[config.mk]
export PLATFORM = sky130hd
export DESIGN_NAME = ssd_scan
export DESIGN_NICKNAME = d
export VERILOG_FILES = /design/src/rtl/ssd_scan.sv
export SDC_FILE = /design/constraint.sdc
export NUM_CORES = 1
export LEC_CHECK = 0
export ABC_AREA = 0
export CAP_MARGIN = 20
export CORE_MARGIN = 1
export CORE_UTILIZATION = 57
export DETAILED_ROUTE_END_ITERATION = 10
export PLACE_DENSITY_LB_ADDON = 0.08
export SETUP_SLACK_MARGIN = 0.2
export SYNTH_ARGS = -nofsm -noshare
export SYNTH_HDL_FRONTEND = slang
export SYNTH_SLANG_ARGS = --single-unit
[constraint.sdc]
create_clock -name clk -period 3.9 [get_ports clk]
set_input_delay 0.39 -clock clk [delete_from_list [all_inputs] [get_ports clk]]
set_output_delay 0.39 -clock clk [all_outputs]
set_load 0.01 [all_outputs]
[src/rtl/ssd_scan.sv]
// Multiplexed seven-segment scanner: hex decode, decimal point, blank, blink and
// leading-zero suppression, with display data double-buffered at frame boundaries.
module ssd_scan #(
   parameter int DIGITS         = 4,
   parameter int SCAN_DIV       = 50000,
   parameter int BLINK_FRAMES   = 125,
   parameter int BIT_ACTIVE_LOW = 1,
   parameter int SEG_ACTIVE_LOW = 1
) (
   input  logic                clk,
   input  logic                rst,
   input  logic [4*DIGITS-1:0] value,
   input  logic [DIGITS-1:0]   dp_in,
   input  logic [DIGITS-1:0]   blank_in,
   input  logic [DIGITS-1:0]   blink_in,
   input  logic                lzs_en,
   input  logic                load,
   output logic [DIGITS-1:0]   bit_o,
   output logic [6:0]          seg,
   output logic                dp,
   output logic                frame_done
);
   localparam int CW = (SCAN_DIV > 1) ? $clog2(SCAN_DIV) : 1;
   localparam int IW = (DIGITS > 1) ? $clog2(DIGITS) : 1;
   localparam int FW = (BLINK_FRAMES > 1) ? $clog2(BLINK_FRAMES) : 1;
   localparam logic [CW-1:0]     CNT_MAX = CW'(SCAN_DIV - 1);
   localparam logic [IW-1:0]     IDX_MAX = IW'(DIGITS - 1);
   localparam logic [FW-1:0]     FRM_MAX = FW'(BLINK_FRAMES - 1);
   localparam logic [DIGITS-1:0] BIT_OFF = {DIGITS{BIT_ACTIVE_LOW != 0}};
   localparam logic [6:0]        SEG_OFF = {7{SEG_ACTIVE_LOW != 0}};

   typedef struct packed {
      logic [4*DIGITS-1:0] val;
      logic [DIGITS-1:0]   dp;
      logic [DIGITS-1:0]   blank;
      logic [DIGITS-1:0]   blink;
   } disp_t;

   logic [CW-1:0]     cnt_q, cnt_d;
   logic [IW-1:0]     idx_q, idx_d;
   logic [FW-1:0]     frm_q, frm_d;
   logic              phase_q, phase_d;
   logic              pend_q, pend_d;
   disp_t             pnd_q, pnd_d;
   disp_t             shd_q, shd_d;
   logic [DIGITS-1:0] bit_q, bit_d;
   logic [6:0]        seg_q, seg_d;
   logic              dp_q, dp_d;
   logic              fd_q, fd_d;
   logic              tick, wrap, dark, zero_run;
   logic [DIGITS-1:0] lz;
   logic [3:0]        nib;

   function automatic logic [6:0] hex7(input logic [3:0] n);
      case (n)
         4'h0: hex7 = 7'h3F;  4'h1: hex7 = 7'h06;  4'h2: hex7 = 7'h5B;  4'h3: hex7 = 7'h4F;
         4'h4: hex7 = 7'h66;  4'h5: hex7 = 7'h6D;  4'h6: hex7 = 7'h7D;  4'h7: hex7 = 7'h07;
         4'h8: hex7 = 7'h7F;  4'h9: hex7 = 7'h6F;  4'hA: hex7 = 7'h77;  4'hB: hex7 = 7'h7C;
         4'hC: hex7 = 7'h39;  4'hD: hex7 = 7'h5E;  4'hE: hex7 = 7'h79;  default: hex7 = 7'h71;
      endcase
   endfunction

   assign tick = (cnt_q == CNT_MAX);
   assign wrap = tick && (idx_q == IDX_MAX);

   always_comb begin
      cnt_d   = tick ? '0 : cnt_q + 1'b1;
      idx_d   = idx_q;
      frm_d   = frm_q;
      phase_d = phase_q;
      pnd_d   = pnd_q;
      pend_d  = pend_q;
      shd_d   = shd_q;
      if (tick) idx_d = wrap ? '0 : idx_q + 1'b1;
      if (wrap) begin
         if (frm_q == FRM_MAX) begin
            frm_d   = '0;
            phase_d = ~phase_q;
         end else begin
            frm_d = frm_q + 1'b1;
         end
      end
      // Swap uses the data pending before this edge; a coincident load re-arms pend.
      if (wrap && pend_q) begin
         shd_d  = pnd_q;
         pend_d = 1'b0;
      end
      if (load) begin
         pnd_d.val   = value;
         pnd_d.dp    = dp_in;
         pnd_d.blank = blank_in;
         pnd_d.blink = blink_in;
         pend_d      = 1'b1;
      end
   end

   // lz[i]: this nibble and every higher one are zero; digit 0 never qualifies.
   always_comb begin
      zero_run = 1'b1;
      lz       = '0;
      for (int i = DIGITS - 1; i >= 0; i--) begin
         zero_run = zero_run && (shd_d.val[4*i +: 4] == 4'h0);
         lz[i]    = zero_run && (i != 0);
      end
   end

   // Outputs are built from next-state values so they land together with idx.
   always_comb begin
      nib   = shd_d.val[4*idx_d +: 4];
      dark  = shd_d.blank[idx_d] | (shd_d.blink[idx_d] & phase_d) | (lzs_en & lz[idx_d]);
      bit_d = bit_q;
      seg_d = seg_q;
      dp_d  = dp_q;
      fd_d  = wrap;
      if (tick) begin
         bit_d = BIT_OFF ^ (DIGITS'(1) << idx_d);
         seg_d = SEG_OFF ^ (dark ? 7'h00 : hex7(nib));
         dp_d  = SEG_OFF[0] ^ (shd_d.dp[idx_d] & ~dark);
      end
   end

   always_ff @(posedge clk or negedge rst) begin
      if (!rst) begin
         cnt_q   <= '0;
         idx_q   <= '0;
         frm_q   <= '0;
         phase_q <= 1'b0;
         pend_q  <= 1'b0;
         pnd_q   <= '0;
         shd_q   <= '0;
         bit_q   <= BIT_OFF;
         seg_q   <= SEG_OFF;
         dp_q    <= SEG_OFF[0];
         fd_q    <= 1'b0;
      end else begin
         cnt_q   <= cnt_d;
         idx_q   <= idx_d;
         frm_q   <= frm_d;
         phase_q <= phase_d;
         pend_q  <= pend_d;
         pnd_q   <= pnd_d;
         shd_q   <= shd_d;
         bit_q   <= bit_d;
         seg_q   <= seg_d;
         dp_q    <= dp_d;
         fd_q    <= fd_d;
      end
   end

   assign bit_o      = bit_q;
   assign seg        = seg_q;
   assign dp         = dp_q;
   assign frame_done = fd_q;
endmodule
### Yosys cells after proc, flatten, opt, wreduce, memory -nomap -nowiden

Memories as Yosys holds them, arrays and structs flattened.
Cells that the tools add are included.

| operators by class | value |
|---|---|
| $add $sub $neg | 3 |
| order comparisons | 1 |
| eq/ne operators | 3 |
| shift-type cells | 2 |
| muxes and demuxes | 19 |
| bitwise gates (word level) | 10 |
| reductions and logical operators | 8 |

Operators with widths:

| operator | count |
|---|---|
| 28-bit 2-to-1 mux | 1 |
| 7-bit 2-to-1 mux | 3 |
| 16-bit by 1-bit adder with 16-bit output, second input constant | 1 |
| 16-bit equality test, second input constant | 1 |
| 16-bit 2-to-1 mux | 1 |
| 16-bit by 5-bit indexed part select with 4-bit output | 1 |
| 4-bit zero test | 3 |
| 1-bit binary-select mux with 2-bit select | 4 |
| 1-bit 2-to-1 mux | 8 |
| 7-bit by 1-bit adder with 7-bit output, second input constant | 1 |
| 7-bit equality test, second input constant | 1 |
| 7-bit NOT | 1 |
| 1-bit logical AND | 4 |
| 2-bit 2-to-1 mux | 2 |
| 4-bit NOT | 1 |
| 1-bit by 2-bit left shift with 4-bit output, first input constant | 1 |
| 1-bit AND | 3 |
| 2-bit by 3-bit less-than comparator with 1-bit output, second input constant | 1 |
| 1-bit NOT | 3 |
| 2-bit by 1-bit adder with 2-bit output, second input constant | 1 |
| 2-bit equality test, second input constant | 1 |
| 1-bit OR | 2 |
| 2-bit nonzero test | 1 |

| word-level totals | value |
|---|---|
| register bits after elaboration | 96 |
| ROM bits | 112 |
| input bits | 32 |
| output and inout bits | 13 |
| memories | 1 |

Memories:

| memory | words | width | read ports | clocked after memory_dff | write ports | line | RTL |
|---|---|---|---|---|---|---|---|
| (name not given) | 16 | 7 | 1 | 0 | 0 | 55 | `case (n)` |

### Logic depth before layout (Yosys ltp)

Gate-level depths: netlist (run 1).

| logic depth | value |
|---|---|
| depth in word-level cells | 14 |
| depth in mapped cells | 14 |
| mapped depth without buffers | 13 |

### Worst setup path after synthesis (run 1)

No wires, ideal clock.

| timing | value |
|---|---|
| path kind | flip-flop to flip-flop |
| start | register cnt_q[7] |
| end | register seg_q[0], in the netlist seg[0] |
| setup time | 0.093 ns |
| data arrival time | 3.333 ns |
| required time | 3.807 ns |
| slack | 0.473 ns |
| stages on the path, launching flop included | 12 |
| path buffers | 1 |
| path through | dfrtp_1 or4b_4 nor4_4 mux2i_2 buf_2 mux2i_1 mux2i_1 inv_1 ha_1 or3_1 o221ai_1 a21oi_1 |

| on the way | value |
|---|---|
| cells in the longest elaborated chain, start to end | 13 |

RTL lines:

| item | line | RTL |
|---|---|---|
| start: declaration | 39 | `logic [CW-1:0] cnt_q, cnt_d;` |
| start signal: assignment | 136 | `cnt_q <= cnt_d;` |
| 16-bit equality test * | 63 | `assign tick = (cnt_q == CNT_MAX);` |
| parallel branches: the longest is 12 deep, another holds memory read 16 x 7 bit | -- |  |
| end signal: assignment | 144 | `seg_q <= seg_d;` |
| end: declaration | 47 | `logic [6:0] seg_q, seg_d;` |

Mark *: on every way between the ends. The select of a mux whose other input is x is not followed.
A chain may end at the register's enable or synchronous reset.

### Final worst setup path (run 1)

| timing | value |
|---|---|
| start | register cnt_q[7] |
| end | register seg_q[5], in the netlist seg[5] |

The elaborated chain is that of the path after synthesis.

==> metrics.md, run 1 <==
| Metric | Value |
|---|---|
| Critical path class | `register to register` |
| Synth async-reset ratio | `1.00` |
| Slew HR | `0.665` |
| Max VDD drop | `190 uV` |
| Internal cell power | `1.46 mW` |
| Mean post-synth cell area | `11.0 sq um` |
| Worst-Skew Late Latency | `370 ps` |
| Max Clock Skew | `11.3 ps` |
| Worst r2r src | `cnt_q[7]` |
| Hold Slack | `469 ps` |
| Most common cell after layout, fill and taps aside | `dfrtp_1` |
| Leakage | `2.56 nW` |
| DR DRC count | `0` |
| Sequential share of the synthesized area | `0.539` |
| Antenna Cells | `0` |
| Die width | `90.7 microns` |
| Worst R2R Path Depth | `12` |
| Top FF cell, synth | `dfrtp_1` |
| Synthesized net count | `448` |
| Min-Delay Startpoint | `cnt_q[0]` |
| Arrival time worst endpoint | `3760 ps` |
| Fin nets | `503` |
| Crit path capture type | `register` |
| Outcome | `complete, no violations` |
| First-pass GRT wire length | `16,000 microns` |
| Vias in the first global route | `3,251` |
| Flop-to-flop setup slack | `430 ps` |
| CP cell instances | `or4b_4 > nor4_4 > mux2i_2 > buf_6 > a211oi_1 > a311oi_1 > nor2_1 > inv_1 > ha_1 > nor2_1 > a211o_1 > a31oi_1` |
| IO buf count | `44` |
| Clk pin slew, worst setup/hold paths | `90 ps` |
| Crit-path max FO | `18` |
| Fillers | `562` |
| Syn Inst Count | `406` |
| Global placement routability congestion | `0.887` |
| Share of post-route cells with drive strength above 1 | `0.187` |
| Final setup vio count | `0` |
| Initial antenna violation count | `0` |
| DR iter-0 viols | `264` |
| Total Wirelength | `9390 microns` |
| Vert. Die Dim | `90.7 microns` |
| Reg area | `2420 sq um` |
| Power per cell area | `352 nW/um^2` |
| Switching share of total power | `0.221` |
| Slowest stage delay, CP | `600 ps` |
| Total Die Area | `8220 sq um` |
| Synth Warn # | `0` |
| P_sw | `0.414 mW` |
| Mapped cell area | `4480 sq um` |
| Clock root buffer | `clkbuf_8` |
| Setup TNS | `0 ps` |
| Slowest cell on crit path | `or4b_4` |
| Reg power frac | `0.557` |
| Gr usage total | `0.249` |
| Netlist cell types | `49` |
| Vias | `3,271` |
| TritonRoute pass-1 iters | `4` |
| Area of the multi-input gates | `1950 sq um` |
| Worst hold stages | `1` |
| Maxcap violations | `0` |
| Startpoint Class | `register` |
| Average wire per cell in the routed design | `16.6 microns` |
| Worst-Margin Slew | `502 ps` |
| CTS buffer count | `9` |
| Min-Delay Path Class | `register to register` |
| Fin. Hold Viols | `0` |
| Routed Antenna Nets | `0` |
| CTS tree | `built` |
| Highest clock rate | `288 MHz` |
| Max Buffers Root-to-Sink | `2` |
| Combinational fraction of design power | `0.049` |
| Worst reg2reg path endpoint | `seg[5]` |
| Period utilisation layout | `0.889` |
| Core area | `7410 sq um` |
| Largest net degree at the start of global routing | `40` |
| Synthesized flop and latch total | `96` |
| Most used cell, CP | `nor2_1` |
| Clock power share | `0.394` |
| Commonest cells after routing, fill and taps aside | `dfrtp_1, nand2_1, clkdlybuf4s50_1` |
| Clock sinks | `96` |
| CTS H-Tree Depth | `3` |
| RSZ-0062 raised after global routing | `false` |
| Total grt overflow | `0` |
| Num ports | `45` |
| Slew Limit Fails | `0` |
| Half-perimeter wire length after placement | `6620 microns` |
| Worst Hold Path EP | `cnt_q[0]` |
| Initial Utilization | `0.605` |
| Number of core rows | `31` |
| DR vias/cell | `5.79` |
| Worst EP required | `4190 ps` |
| Area Growth Syn to Fin | `18.9%` |
| Post-synth EDFFs | `0` |
| Post-layout min period | `3470 ps` |
## synth_stat cells (10+ instances only)
| master | count | share of area |
|---|---|---|
| nand4_1 | 12 | 0.017 |
| and3_1 | 10 | 0.014 |
| nor2_1 | 40 | 0.033 |
| ha_1 | 10 | 0.028 |
| nand3_1 | 19 | 0.021 |
| mux2_2 | 30 | 0.075 |
| inv_1 | 10 | 0.0084 |
| dfrtp_1 | 84 | 0.47 |
| nand2_1 | 50 | 0.042 |
| dfstp_2 | 12 | 0.070 |
| xor2_1 | 12 | 0.023 |
| a31oi_1 | 11 | 0.015 |
| o21ai_1 | 13 | 0.015 |
## stage by stage
step	instance area [sq um]	setup slack, ps	util	std cells	total power [mW]
after detailed placement	5060	361	0.684	546	1.16
after CTS	5300	314	0.716	563	1.88
final	5330	432	0.719	565	1.87
after global placement	5060	583	0.684	546	1.15
after floorplan	4480	473	-	406	1.09
after global routing	5330	167	0.719	565	1.93
## worst max path at each step
stage,slack [ps],endpoint,startpoint
floorplan,470,seg[0],cnt_q[7]
global placement,580,seg[5],cnt_q[7]
detailed placement,360,seg[5],cnt_q[7]
CTS,310,seg[5],cnt_q[7]
global route,170,seg[5],cnt_q[7]
finish,430,seg[5],cnt_q[7]
## power groups by stage
stage	Clock, mW	Sequential, mW	Combinational, mW
4_1_cts	0.744	1.04	0.0946
5_1_grt	0.781	1.05	0.103
2_1_floorplan	0	1.05	0.0361
3_3_place_gp	0	1.06	0.0901
3_5_place_dp	0	1.06	0.0935
6_report	0.738	1.04	0.0922
## registers in the layout (all words and copies together) (netlist names), 2 cells and up
register  flops
pnd_q        28
seg           7
cnt_q        16
frm_q         7
shd_q        28
bit_o         4
idx_q         2
## cell families after synthesis
family / synth area share
DFF: 0.539
adders and majority gates: 0.0279
buffers and inverters: 0.0285
and+or+nand+nor: 0.171
muxes: 0.111
AOI/OAI and AO/OA: 0.0810
xor gates and xnor gates: 0.0410
## repair_timing
action	4_1_cts	5_1_grt
gates resized for setup	0	3
hold buffers	1	0
setup buffers	0	2
hold endpoints to repair	24	0
endpoints found under the setup margin	0	4
## cell type report
type	count	area share
Sequential cell	96	0.454
Multi-Input combinational cell	282	0.366
Timing Repair Buffer	60	0.106
Clock buffer	10	0.0258
Tap cell	99	0.0233
Clock inverter	6	0.0169
Inverter	12	0.00845
## critical path, delay by kind of cell, from the launching register on
family,cells,cell delay [ps]
AND/OR/NAND/NOR,4,1260
AO/OA/AOI/OAI,4,880
flip-flops,1,410
buffers and inverters,2,350
multiplexers,1,290
adder cells (fa/ha/maj),1,190
## metal layers
| metal | part of all wire | GRT usage | up-vias |
|---|---|---|---|
| met5 | 0 | 0 | - |
| met4 | 0.017 | 0.0887 | 0 |
| met3 | 0.054 | 0.0463 | 17 |
| met2 | 0.48 | 0.390 | 102 |
| met1 | 0.45 | 0.348 | 1609 |
| li1 | - | - | 1543 |
Power figures use the tool's default switching activity.
==> run 2, diff against run 1 <==
--- a/config.mk
+++ b/config.mk
@@ -8,7 +8,7 @@
 export ABC_AREA = 0
 export CAP_MARGIN = 20
 export CORE_MARGIN = 1
-export CORE_UTILIZATION = 57
+export CORE_UTILIZATION = 50
 export DETAILED_ROUTE_END_ITERATION = 10
 export PLACE_DENSITY_LB_ADDON = 0.08
 export SETUP_SLACK_MARGIN = 0.2
==> run 2 against run 1 <==
  * The flow now finishes with violations (DRC)
  * Sequential share of layout area is essentially flat
  * Via count down 4.3%
  * Sequential power about the same
  * Clock power down 4.6%
  * Count of clock-buffer cells in the layout rose by 3
  * Register-to-register slack better by 30 ps
  * Maximum frequency up 0.77%
  * Wire length fell by 3.4%
  * Global-route usage fell by 3.4 points
==> metrics.md, run 2 (synthesis gave the netlist of run 1 again) <==
| Metric | Value |
|---|---|
| Leakage | `2.55 nW` |
| Clock root buffer | `clkbuf_8` |
| CP cell instances | `or4b_4 > nor4_4 > buf_4 > mux2i_1 > clkinv_1 > a311oi_1 > nor2_2 > inv_1 > ha_1 > nor2_1 > a211o_1 > a31oi_1` |
| Fin nets | `502` |
| Critical path class | `register to register` |
| Slowest cell on crit path | `or4b_4` |
| TritonRoute pass-1 iters | `7` |
| First-pass GRT wire length | `16,100 microns` |
| Outcome | `finished with violations` |
| DR vias/cell | `5.46` |
| Largest registers | `pnd_q: 28 flops, shd_q: 28 flops, cnt_q: 16 flops` |
| RSZ-0062 raised after global routing | `false` |
| CTS tree | `built` |
| Total Die Area | `9350 sq um` |
| Largest net degree at the start of global routing | `39` |
| Startpoint Class | `register` |
| Most common cell after layout, fill and taps aside | `dfrtp_1` |
| Average wire per cell in the routed design | `15.8 microns` |
| Core area | `8680 sq um` |
| Routed Antenna Nets | `0` |
| WP buf/inv | `3` |
| Die width | `96.7 microns` |
| Max Clock Skew | `13.6 ps` |
| Gr usage total | `0.215` |
| Cell family with most CP delay | `simple AND/OR/NAND/NOR gates` |
| Failing checks | `DRC` |
| DR iter-0 viols | `116` |
| Vias in the first global route | `3,243` |
| Global placement routability congestion | `0.854` |
| Clk pin slew, worst setup/hold paths | `90 ps` |
| Setup TNS | `0 ps` |
| Fin. Hold Viols | `0` |
| Worst EP required | `4180 ps` |
| Max VDD drop | `253 uV` |
| Min-Delay Path Class | `register to register` |
| Crit-path max FO | `9` |
| Total Wirelength | `9060 microns` |
| Half-perimeter wire length after placement | `6540 microns` |
| Period utilisation layout | `0.882` |
| Post-layout min period | `3440 ps` |
| IO buf count | `44` |
| Power per cell area | `345 nW/um^2` |
| Maxcap violations | `0` |
| Clock sinks | `96` |
| Commonest cells after routing, fill and taps aside | `dfrtp_1, nand2_1, clkdlybuf4s50_1` |
| CTS H-Tree Depth | `3` |
| Arrival time worst endpoint | `3720 ps` |
| CTS buffer count | `9` |
| Vias | `3,130` |
| Num ports | `45` |
| Vert. Die Dim | `96.7 microns` |
| Max Buffers Root-to-Sink | `2` |
| Total grt overflow | `0` |
| Slew Limit Fails | `0` |
| DR DRC count | `1` |
| Initial antenna violation count | `0` |
| Crit path capture type | `register` |
| Number of core rows | `34` |
| Slowest stage delay, CP | `600 ps` |
| Final setup vio count | `0` |
| Initial Utilization | `0.516` |
| Fillers | `741` |
| Hold Slack | `471 ps` |
| Share of post-route cells with drive strength above 1 | `0.183` |
| Worst-Margin Slew | `959 ps` |
| Worst-Skew Late Latency | `360 ps` |
| Antenna Cells | `0` |
| Highest clock rate | `291 MHz` |
| Slew HR | `0.358` |
| Area Growth Syn to Fin | `18.8%` |
## run 2: layout make-up
cell class                 instances  area [sq um]  area share
clock inverter                     3          47.5     0.00893
sequential                        96          2420       0.454
timing repair buffer              59           553       0.104
tap                              108           135      0.0254
clock buffer                      13           169      0.0317
inverter                          12          45.0     0.00846
multi-input combinational        282          1960       0.368
## run 2: worst paths after layout
kind | startpoint | endpoint | slack, ps | depth (start not counted)
max in group asynchronous | rst | shd_q[1] | 2540 | 3
worst max register to register | cnt_q[7] | seg[6] | 460 | 12
worst max-delay path | cnt_q[7] | seg[6] | 460 | 12
min in group asynchronous | rst | cnt_q[5] | 510 | 2
worst min register to register | cnt_q[0] | cnt_q[0] | 470 | 1
worst min-delay path | cnt_q[0] | cnt_q[0] | 470 | 1
## run 2: repair_timing
item	CTS	global route
setup endpoints to repair	0	5
hold buffers	1	0
setup buffers	0	2
gates resized for setup	0	3
hold endpoints to repair	22	0
## run 2: per-stage QoR
stage               total power [mW]  cell area [sq um]  setup WS [ps]  std cells   util
finish                          1.84               5320            459        573  0.613
detailed placement              1.16               5070            353        554  0.584
global placement                1.15               5070            485        554  0.584
CTS                             1.86               5300            313        571  0.610
floorplan                       1.09               4480            473        406      -
global route                    1.91               5320            202        573  0.613
## run 2: per-layer routing
layer  up-vias  GRT usage  share of wire
met1      1533      0.318           0.50
met4         0     0.0758          0.015
met2        47      0.325           0.45
li1       1538          -              -
met3        12     0.0303          0.027
met5         -          0              0
## run 2: where the power goes
group          switching [mW]  total (mW)  leakage, nW  internal [mW]
clock network           0.350       0.704        0.110          0.354
logic                  0.0352      0.0910         1.23         0.0559
registers              0.0200        1.04         1.22           1.02
total                   0.406        1.84         2.55           1.43
==> run 3, diff against run 2 <==
--- a/config.mk
+++ b/config.mk
@@ -9,6 +9,7 @@
 export CAP_MARGIN = 20
 export CORE_MARGIN = 1
 export CORE_UTILIZATION = 50
+export CTS_CLUSTER_DIAMETER = 30
 export DETAILED_ROUTE_END_ITERATION = 10
 export PLACE_DENSITY_LB_ADDON = 0.08
 export SETUP_SLACK_MARGIN = 0.2
==> results of run 3 <==
The final DEF is identical to that of run 2; final timing and power are the same.
